<file path="config.mk">
export PLATFORM = sky130hd
export DESIGN_NAME = vip_frame_scheduler
export DESIGN_NICKNAME = d
export VERILOG_FILES = /design/src/rtl/vip_frame_scheduler_pkg.sv /design/src/rtl/frame_pixel_counter.sv /design/src/rtl/vip_frame_scheduler.sv
export SDC_FILE = /design/constraint.sdc
export NUM_CORES = 1
export LEC_CHECK = 0
export BUFFER_PORTS_ARGS = -buffer_cell sky130_fd_sc_hd__buf_2
export CAP_MARGIN = 20
export CORE_ASPECT_RATIO = 1.4
export CORE_MARGIN = 3
export CORE_UTILIZATION = 53
export DETAILED_ROUTE_END_ITERATION = 8
export HOLD_SLACK_MARGIN = 0.06
export PLACE_DENSITY = 0.79
export SLEW_MARGIN = 15
export SYNTH_ARGS = -nofsm -noshare
export SYNTH_HDL_FRONTEND = slang
export SYNTH_SLANG_ARGS = --single-unit
</file>
<file path="constraint.sdc">
create_clock -name clock -period 3 [get_ports clock]
set_input_delay 0.45 -clock clock [delete_from_list [all_inputs] [get_ports clock]]
set_output_delay 0.45 -clock clock [all_outputs]
set_load 0.1 [all_outputs]
</file>
<file path="src/rtl/vip_frame_scheduler_pkg.sv">
// Shared definitions for the frame scheduler: state encoding, pooled-dimension
// derivation and counter-width helper.
package vip_frame_scheduler_pkg;

   typedef enum logic [1:0] {
      S_IDLE  = 2'd0,
      S_RUN   = 2'd1,
      S_DRAIN = 2'd2,
      S_DONE  = 2'd3
   } sched_state_e;

   // Output dimension after the whole max-pool chain.
   function automatic int out_dim(input int dim, input int pool_shift);
      return dim >> pool_shift;
   endfunction

   // Bits needed to hold values 0..n-1 (never less than one bit).
   function automatic int cnt_w(input int n);
      return (n <= 2) ? 1 : $clog2(n);
   endfunction

endpackage

</file>
<file path="src/rtl/frame_pixel_counter.sv">
// Beat counter that wraps after BEATS accepted beats and flags the final beat
// of each frame with a same-cycle wrap pulse.
module frame_pixel_counter
   import vip_frame_scheduler_pkg::*;
#(
   parameter int BEATS = 16
) (
   input  logic                       clock,
   input  logic                       reset,
   input  logic                       clr,
   input  logic                       beat,
   output logic [cnt_w(BEATS)-1:0]    count,
   output logic                       wrap
);

   localparam int CW = cnt_w(BEATS);
   localparam logic [CW-1:0] LAST = CW'(BEATS - 1);

   assign wrap = beat & (count == LAST);

   always_ff @(posedge clock or posedge reset) begin
      if (reset) begin
         count <= '0;
      end else if (clr) begin
         count <= '0;
      end else if (beat) begin
         count <= wrap ? '0 : count + 1'b1;
      end
   end

endmodule

</file>
<file path="src/rtl/vip_frame_scheduler.sv">
// Frame-level flow control in front of vip_top: gates input writes image by
// image, tracks images in flight through conv/pool and signals run completion.
module vip_frame_scheduler
   import vip_frame_scheduler_pkg::*;
#(
   parameter int WIDTH        = 224,
   parameter int HEIGHT       = 224,
   parameter int NUM_IMG      = 4,
   parameter int POOL_SHIFT   = 5,
   parameter int MAX_INFLIGHT = 2
) (
   input  logic                                    clock,
   input  logic                                    reset,
   input  logic                                    start,
   input  logic                                    src_wrreq,
   output logic                                    src_full,
   output logic                                    core_wrreq,
   input  logic                                    core_full,
   input  logic                                    core_rdreq,
   input  logic                                    core_empty,
   output logic [cnt_w(NUM_IMG+1)-1:0]             img_in_cnt,
   output logic [cnt_w(NUM_IMG+1)-1:0]             img_out_cnt,
   output logic                                    busy,
   output logic                                    done,
   output logic                                    error,
   output sched_state_e                            state_dbg,
   output logic [cnt_w(MAX_INFLIGHT+1)-1:0]        inflight_dbg,
   output logic [cnt_w(WIDTH*HEIGHT)-1:0]          in_pix_dbg,
   output logic [cnt_w(out_dim(WIDTH, POOL_SHIFT)*out_dim(HEIGHT, POOL_SHIFT))-1:0] out_pix_dbg
);

   localparam int IW        = cnt_w(NUM_IMG + 1);
   localparam int FW        = cnt_w(MAX_INFLIGHT + 1);
   localparam int IN_BEATS  = WIDTH * HEIGHT;
   localparam int OUT_BEATS = out_dim(WIDTH, POOL_SHIFT) * out_dim(HEIGHT, POOL_SHIFT);
   localparam logic [IW-1:0] NUM_IMG_C  = IW'(NUM_IMG);
   localparam logic [FW-1:0] MAX_INFL_C = FW'(MAX_INFLIGHT);

   sched_state_e       state, state_nxt;
   logic [IW-1:0]      img_in_q, img_out_q;
   logic [FW-1:0]      inflight_q;
   logic               error_q;
   logic               launch, admit, wr_ok, pop, in_wrap, out_wrap;

   // Handshake: an input pixel moves on src_wrreq & ~src_full (seen downstream
   // as core_wrreq); an output beat is counted on core_rdreq & ~core_empty.
   assign launch     = start & ((state == S_IDLE) | (state == S_DONE));
   assign admit      = (state == S_RUN) & (img_in_q < NUM_IMG_C) & (inflight_q < MAX_INFL_C);
   assign wr_ok      = src_wrreq & ~core_full & admit;
   assign core_wrreq = wr_ok;
   assign src_full   = core_full | ~admit;
   assign pop        = core_rdreq & ~core_empty;

   frame_pixel_counter #(.BEATS(IN_BEATS)) u_in_cnt (
      .clock (clock),
      .reset (reset),
      .clr   (launch),
      .beat  (wr_ok),
      .count (in_pix_dbg),
      .wrap  (in_wrap)
   );

   frame_pixel_counter #(.BEATS(OUT_BEATS)) u_out_cnt (
      .clock (clock),
      .reset (reset),
      .clr   (launch),
      .beat  (pop),
      .count (out_pix_dbg),
      .wrap  (out_wrap)
   );

   always_ff @(posedge clock or posedge reset) begin
      if (reset) begin
         state <= S_IDLE;
      end else begin
         state <= state_nxt;
      end
   end

   // DONE is entered on the edge of the final output pop, so done follows it
   // by one cycle.
   always_comb begin
      state_nxt = state;
      case (state)
         S_IDLE:  if (start) state_nxt = S_RUN;
         S_RUN:   if (img_in_q == NUM_IMG_C) state_nxt = S_DRAIN;
         S_DRAIN: if ((img_out_q == NUM_IMG_C) ||
                      (out_wrap && (img_out_q == NUM_IMG_C - 1'b1))) state_nxt = S_DONE;
         S_DONE:  if (start) state_nxt = S_RUN;
         default: state_nxt = S_IDLE;
      endcase
   end

   always_ff @(posedge clock or posedge reset) begin
      if (reset) begin
         img_in_q   <= '0;
         img_out_q  <= '0;
         inflight_q <= '0;
         error_q    <= 1'b0;
      end else if (launch) begin
         img_in_q   <= '0;
         img_out_q  <= '0;
         inflight_q <= '0;
         error_q    <= 1'b0;
      end else begin
         if (in_wrap && (img_in_q != NUM_IMG_C)) img_in_q <= img_in_q + 1'b1;
         if (out_wrap && (img_out_q != NUM_IMG_C)) img_out_q <= img_out_q + 1'b1;
         // Simultaneous frame-in and frame-out completions cancel out.
         case ({in_wrap, out_wrap})
            2'b10:   inflight_q <= inflight_q + 1'b1;
            2'b01:   if (inflight_q != '0) inflight_q <= inflight_q - 1'b1;
            default: inflight_q <= inflight_q;
         endcase
         if (pop && (inflight_q == '0)) error_q <= 1'b1;
      end
   end

   assign img_in_cnt   = img_in_q;
   assign img_out_cnt  = img_out_q;
   assign busy         = (state == S_RUN) | (state == S_DRAIN);
   assign done         = (state == S_DONE);
   assign error        = error_q;
   assign state_dbg    = state;
   assign inflight_dbg = inflight_q;

endmodule

</file>
; ---- Word level (Yosys, flattened, before mapping)
; Index checks and enable logic that the tools add are counted.
; W data, S select, Z words.
[classes]
addsub = 6
n_mul = 0
n_div = 0
magnitude_cmp = 2
eq_ne = 16
shift = 0
muxes = 19
bitwise = 14
n_reduce_logical = 17
[ops]
columns = operator, n
row1 = $mux W16, 3
row2 = $mux W6, 3
row3 = $add A16 B1 Y16 const B, 1
row4 = $eq A16 B16 Y1 const B, 1
row5 = $mux W3, 4
row6 = $reduce_bool A2 Y1, 6
row7 = $mux W2, 5
row8 = $ne A3 B3 Y1 const B, 3
row9 = $and A1 B1 Y1, 8
row10 = $add A3 B1 Y3 const B, 2
row11 = $add A6 B1 Y6 const B, 1
row12 = $eq A2 B2 Y1 const B, 3
row13 = $eq A3 B3 Y1 const B, 2
row14 = $eq A6 B6 Y1 const B, 1
row15 = $pmux W2 S3, 1
row16 = $eq A2 B1 Y1 const B, 2
row17 = $logic_and A1 B1 Y1, 4
row18 = $logic_not A2 Y1, 2
row19 = $ne A2 B1 Y1 const B, 2
row20 = $pmux W2 S2, 1
row21 = $eq A3 B2 Y1 const B, 1
row22 = $lt A3 B3 Y1 const B, 1
row23 = $not A1 Y1, 3
row24 = $or A1 B1 Y1, 3
row25 = 10 further kinds, 11
[word_totals]
ff_bits = 33
latchBits = 0
ramBits = 0
romBits = 0
in_bits = 7
n_memories = 0

; ---- Depth between registers and ports, before layout
; Gate-level depths: netlist (run 1).
[logic_depth]
word_depth = 8
mapped_depth = 10
depth_no_buf = 7

; ---- Hierarchy
; A second synthesis (run 1) with hierarchy kept.
[hier_totals]
cells_unflattened = 206
area_unflattened_um2 = 1983.2
[by_module_without_submodules]
columns = mod, n_inst, cells_each, area_each_um2, seq_area_each_um2
row1 = frame_pixel_counter (u_in_cnt), 1, 89, 885.8, 400.4
row2 = vip_frame_scheduler, 1, 75, 715.7, 275.3
row3 = frame_pixel_counter (u_out_cnt), 1, 42, 381.6, 150.1

; ---- Worst setup path after synthesis (run 1)
; No wires, ideal clock.
[synth_path]
path_kind = reg-to-reg
startpoint = register state[0], in the netlist state_dbg[0]
endpoint = register u_in_cnt.count[2]
setup_time_ns = 0.074
arrival_ns = 3.773
t_required_ns = 2.926
path_slack_ns = -0.847
path_stages_with_launch = 8
n_path_buf = 1
cell_sequence = dfrtp_1 -> ha_1 -> or4b_1 -> buf_6 -> nor2_1 -> nand2_1 -> xor2_1 -> nor2_1
[synth_via]
elab_chain_len = 8
word_cells_on_any_way = 13
[synth_rtl]
columns = element, line_no
row1 = from (decl), vip_frame_scheduler.sv:39  ; sched_state_e state, state_nxt;
row2 = from (signal assigned), vip_frame_scheduler.sv:76  ; state <= state_nxt;
row3 = $eq A2 B1 Y1 *, vip_frame_scheduler.sv:48  ; assign admit = (state == S_RUN) & (img_in_q < NUM_IMG_C) & (inflight_q < MAX_INFL_C);
row4 = $and A1 B1 Y1 * (2 in a row), vip_frame_scheduler.sv:48
row5 = $and A1 B1 Y1 *, vip_frame_scheduler.sv:49  ; assign wr_ok = src_wrreq & ~core_full & admit;
row6 = named net core_wrreq, vip_frame_scheduler.sv:17  ; output logic core_wrreq,
row7 = $and A1 B1 Y1, frame_pixel_counter.sv:19  ; assign wrap = beat & (count == LAST);
row8 = $mux W16, frame_pixel_counter.sv:27  ; count <= wrap ? '0 : count + 1'b1;
row9 = $mux W16, frame_pixel_counter.sv:26  ; end else if (beat) begin
row10 = $mux W16, frame_pixel_counter.sv:24  ; end else if (clr) begin
row11 = to (signal assigned), frame_pixel_counter.sv:27
row12 = to (decl), frame_pixel_counter.sv:12  ; output logic [cnt_w(BEATS)-1:0] count,
; The timed path passes the listed nets; every way through them passes the cells marked *. The select of a mux whose other input is x is not followed.
; A chain may end at the register's enable or synchronous reset.

; ---- Worst setup path after layout (run 1)
[layout_path]
startpoint = register state[1], in the netlist state_dbg[1]
endpoint = output port core_wrreq
[layout_via]
elab_chain_len = 4
[layout_rtl]
columns = element, line_no
row1 = $eq A2 B1 Y1, vip_frame_scheduler.sv:48
row2 = $and A1 B1 Y1 (2 in a row), vip_frame_scheduler.sv:48
row3 = $and A1 B1 Y1, vip_frame_scheduler.sv:49
row4 = to (decl), vip_frame_scheduler.sv:17
; No other way between the ends.

==> results of run 1 <==
-- state kept, by name, summed over array words and instances (netlist names) --
signal and count:
u_out_cnt.count 6, u_in_cnt.count 16, inflight_dbg 2, img_in_cnt 3
state_dbg 2, error 1, img_out_cnt 3
-- cell usage in the layout, fill, tap and decap left out, types with 2 or more instances in the layout --
master	netlist	layout
nor4_1	2	2
and3_1	4	4
ha_1	11	11
a21oi_1	6	6
nor3_1	4	4
mux2i_1	4	4
xor2_1	5	5
nor2_1	30	29
nand3_1	9	9
inv_1	15	15
nand2_1	15	15
dfrtp_1	33	33
nor3b_1	2	2
buf_4	0	3
or4_1	2	2
o21ai_0	7	7
nand2b_1	2	2
nand4_1	4	4
xnor2_1	14	14
nor2b_1	2	2
clkbuf_8	0	6
buf_2	0	43
-- Yosys cell counts, types with 2 or more instances --
cell type / n / area (um2)
clkbuf_1: 3 / 11.3
dfrtp_1: 33 / 826
nand2_1: 15 / 56.3
nor3_1: 4 / 20.0
o21ai_0: 7 / 35.0
mux2i_1: 4 / 40.0
nor2_1: 30 / 113
nor3b_1: 2 / 15.0
xnor2_1: 14 / 123
nand4_1: 4 / 25.0
and3_1: 4 / 25.0
nand3_1: 9 / 45.0
ha_1: 11 / 138
xor2_1: 5 / 43.8
buf_6: 2 / 22.5
nand2b_1: 2 / 12.5
nor4_1: 2 / 12.5
a21oi_1: 6 / 30.0
inv_1: 15 / 56.3
or4_1: 2 / 15.0
nor2b_1: 2 / 12.5
-- layout make-up --
cell class / instances / area, um2
fillers: 299 / 1170
multi-input cells: 141 / 956
flip-flops and latches: 33 / 826
repair buffers: 46 / 238
clock buffers: 7 / 86.3
inverters: 15 / 56.3
well taps: 40 / 50.0
-- per-layer routing --
metal  vias to the layer above  wire length [um]  global-route usage [%]
met5                         -                 0                       0
met4                         0                93                    8.79
met3                         9               199                    5.42
met2                        39              2040                    35.4
met1                       708              1620                    23.7
li1                        748                 -                       -
-- how the worst min path moves through the flow --
stage               startpoint            to  cells after the start
finish                   reset  state_dbg[0]                      3
global route             reset  state_dbg[0]                      3
CTS                      reset  state_dbg[0]                      3
detailed placement       error         error                      2
global placement         error         error                      2
floorplan                reset         error                      1
-- power breakdown --
group | total, uW | switching [uW] | internal, uW
Combinational | 983 | 802 | 182
Clock | 337 | 155 | 182
Sequential | 538 | 46.0 | 492
-- worst min-delay path, stage by stage --
cell,delay (ns)
buf_2,0.09
inv_1,0.04
buf_4,0.37
-- kinds of logic (layout without fill, tap and decap cells) --
| family | Yosys count | after routing | share of synthesized area (%) |
|---|---|---|---|
| flops | 33 | 33 | 43.9 |
| compound gates | 19 | 19 | 6.26 |
| buf+inv | 21 | 68 | 5.59 |
| xor+xnor | 19 | 19 | 8.85 |
| mux | 4 | 4 | 2.13 |
| simple gates | 88 | 88 | 25.9 |
| fa+ha+maj | 11 | 11 | 7.32 |
-- through the flow --
stage | cells | setup slack (ns) | hold WS [ns]
after floorplan | 195 | 0.0845 | 0.579
after global placement | 275 | 0.647 | 0.477
after detailed placement | 275 | 0.572 | 0.480
after CTS | 282 | 0.305 | 0.254
after global routing | 282 | 0.204 | 0.272
final | 282 | 0.326 | 0.250
==> impl_metrics.ini, run 1 <==
[run_status]
outcome = finished clean

[worst_setup_path]
cpLargestDelayFamily = simple AND/OR/NAND/NOR gates
critPathKind = register to output port
reg2reg_to = u_in_cnt.count[14]
critPathLaunch = state_dbg[1]
crit_path_end_kind = output port
path_max_fanout = 6
cp.arrival_ns = 2.22
r2r-start = state_dbg[1]
crit_chain = inv_1 -> ha_1 -> or4b_1 -> nor2_4 -> buf_2
crit_buf_inv = 2
rr_worst_depth = 7
required_ns = 2.55
endpoint = core_wrreq
path_depth = 5
ff2ff_setup_slack_ns = 0.58
cp-start-kind = register
slowest_delay_ns = 0.62
worst_path_max_delay_cell = or4b_1

[timing]
fin_crit_ns = 2.67
final_max_slew_viol_count = 0
max_slew_margin_pct = 58.9
setup_viol = 0
fmax_ghz = 0.374
hold_viol = 0
period_share_pct = 89.1
rsz0062_at_grt = no
clock_skew_ns = 0.00183
worst_pin_slew_ns = 0.610
setup-tns-final_ns = 0

[route]
vias = 1504
avgViaCountPerCell = 5.33
firstDrtPassIters = 4
drc_errors = 0
postRouteAntennaNets = 0
wl_um = 3960
wl_per_cell_um = 14.0
dr.first_iter.drc_count = 28

[clock_tree]
worstSkewPairLatency_ns = 0.28
cts_sinks = 33
htreeDepth = 2
cts_tree = yes
root_buffer = clkbuf_8
clockBufferDepth = 2
cts_setup_buffers = 0
clk_pin_slew_ns = 0.06
cts_buffers = 5
cts_resized = 0
ctsHoldBuffers = 0

[cells_and_area]
syn_to_final_growth_pct = 17.7
final_core_util_pct = 65.5
nNetsFinal = 260
layout-drive-gt1-share_pct = 25.6
antenna_cells = 0
fin_area_um2 = 2210

[flow_run]
cap_violations = 0

[placement]
place_area_um2 = 2130
portBuffers = 43
gp_congestion = 0.767
hpwl_um = 3000

[power_and_ir_drop]
cellLeakagePower_uw = 0.00112
powerDensity_nw_per_um2 = 840
ir_worst_vdd_mv = 0.624
power_uw = 1860

[global_route]
gr-total-overflow = 0
grt_max_degree = 34
antenna_found_initial = 0
grt_pass1_vias = 1523
track_usage_pct = 20.6
grt_first_pass_wirelength_um = 6980

[die]
io_pins = 44
num_rows = 25
dieArea_um2 = 4310
coreArea_um2 = 3380
start_util_pct = 55.6
fp.dieW_um = 56.3
die_h_um = 76.5

[synth]
ys_ff_latch = 33
synth-edff-count = 0
synth_flop_cell = dfrtp_1
synth.net_count = 213
syn_inst = 195
ys_warn_count = 0
synthDistinctLibCells = 40
yosysSeqAreaShare_pct = 43.9
synthArstFlopShare_pct = 100
postSynthAreaPerCell_um2 = 9.64
syn_area_um2 = 1880

[hold_path]
holdCritPathClass = input pin to asynchronous set/reset pin
Note: power is estimated with default switching activity, not from simulation.
==> inputs of run 2 (changes only) <==
GPL_ROUTABILITY_DRIVEN = 0   (was not set)
RECOVER_POWER = 50   (was not set)
==> impl_metrics.ini, run 2 (same netlist as run 1, synthesis figures left out) <==
[cells_and_area]
syn_to_final_growth_pct = 16.2
layout-drive-gt1-share_pct = 17.8
num-fill-cells = 313
regMostFlops = u_in_cnt.count
antenna_cells = 0
final_core_util_pct = 64.6
nNetsFinal = 260
largest_register_ffs = 16
final_cell_mix = dfrtp_1, nor2_1, buf_2
final_cells = 282
top_regs = u_in_cnt.count x16, u_out_cnt.count x6
final_common_cell = dfrtp_1

[worst_setup_path]
required_ns = 2.55
crit_path_end_kind = output port
path_max_fanout = 6
critPathKind = register to output port
cp-start-kind = register
cp.arrival_ns = 2.23

[route]
dr.first_iter.drc_count = 37
avgViaCountPerCell = 5.35
vias = 1508
postRouteAntennaNets = 0
firstDrtPassIters = 4
wl_um = 3950
drc_errors = 0
wl_per_cell_um = 14.0

[flow_run]
cap_violations = 1

[clock_tree]
cts_setup_buffers = 0
clk_pin_slew_ns = 0.06
clockBufferDepth = 2
cts_resized = 0
worstSkewPairLatency_ns = 0.28
htreeDepth = 2
ctsHoldBuffers = 0
root_buffer = clkbuf_8
cts_sinks = 33
cts_buffers = 5
cts_tree = yes

[global_route]
grt_max_degree = 34
gr-total-overflow = 0
grt_first_pass_wirelength_um = 6980
grt_pass1_vias = 1523
antenna_found_initial = 0
track_usage_pct = 20.6

[run_status]
violations = capacitance limit, slew limit
outcome = finished, violations left

[die]
num_rows = 25
die_h_um = 76.5
io_pins = 44
fp.dieW_um = 56.3
coreArea_um2 = 3380
start_util_pct = 55.6
dieArea_um2 = 4310

[timing]
hold_viol = 0
worst_pin_slew_ns = 1.77
setup-tns-final_ns = 0
final_max_slew_viol_count = 34
rsz0062_at_grt = no
period_share_pct = 89.3
setup_viol = 0
clock_skew_ns = 0.00192
holdWs_ns = 0.487
fmax_ghz = 0.373
fin_crit_ns = 2.68
max_slew_margin_pct = -17.9

[power_and_ir_drop]
power_uw = 1840
p_sw_share_pct = 54.5
p_sw_uw = 1000
powerDensity_nw_per_um2 = 844
comb_power_share_pct = 52.5
internal_power_uw = 839
power_frac_seq_pct = 29.2
ir_worst_vdd_mv = 0.613
pwr-share-clk_pct = 18.3
cellLeakagePower_uw = 0.00104

[placement]
portBuffers = 43
hpwl_um = 3000
placed_cells = 275

[hold_path]
holdCritPathClass = input pin to register
[run 2: cell types whose count changed in the layout (fill, tap and decap cells not counted)]
cell / before / now
clkbuf_1: 1 / 20
buf_4: 3 / 1
buf_2: 43 / 26
[run 2: stage by stage]
stage                     setup WS (ns)  cell area (um2)
final                             0.321             2180
after global routing              0.201             2180
after CTS                         0.305             2210
after detailed placement          0.572             2130
after global placement            0.647             2130
after floorplan                  0.0845             1890
[run 2: worst paths after layout]
kind | from | end | slack [ns] | cells after the start
min reg2reg | error | error | 0.50 | 2
min in group asynchronous | reset | state_dbg[0] | 0.78 | 3
max | state_dbg[1] | core_wrreq | 0.32 | 5
max reg2reg | state_dbg[1] | u_in_cnt.count[14] | 0.57 | 7
max in group asynchronous | reset | img_out_cnt[2] | 1.20 | 3
min | core_empty | u_out_cnt.count[1] | 0.49 | 4
[run 2: routing by layer]
layer / wire length (um) / share of wire (%) / GRT usage, %
met5: 0 / 0 / 0
met1: 1630 / 41 / 23.7
met2: 2040 / 52 / 35.4
met3: 189 / 4.8 / 5.42
met4: 92 / 2.3 / 8.79
[run 2: worst max-delay path, cell delays in order, from the launching register on]
cell     delay [ns]
dfrtp_1        0.41
inv_1          0.09
ha_1           0.18
or4b_1         0.62
nor2_4         0.19
buf_2          0.45
[run 2: layout make-up]
cell class | count | area [um2] | area share (%)
Clock buffer | 7 | 86.3 | 3.95
Timing Repair Buffer | 46 | 209 | 9.57
Sequential cell | 33 | 826 | 37.8
Multi-Input combinational cell | 141 | 956 | 43.8
Tap cell | 40 | 50.0 | 2.29
Inverter | 15 | 56.3 | 2.58
[run 2: power groups by stage]
| stage | clock network (uW) | registers (uW) | logic, uW |
|---|---|---|---|
| after floorplan | 0 | 870 | 534 |
| final | 337 | 539 | 967 |
| after CTS | 343 | 538 | 989 |
| after global routing | 364 | 548 | 1030 |
| after detailed placement | 0 | 545 | 988 |
| after global placement | 0 | 544 | 980 |
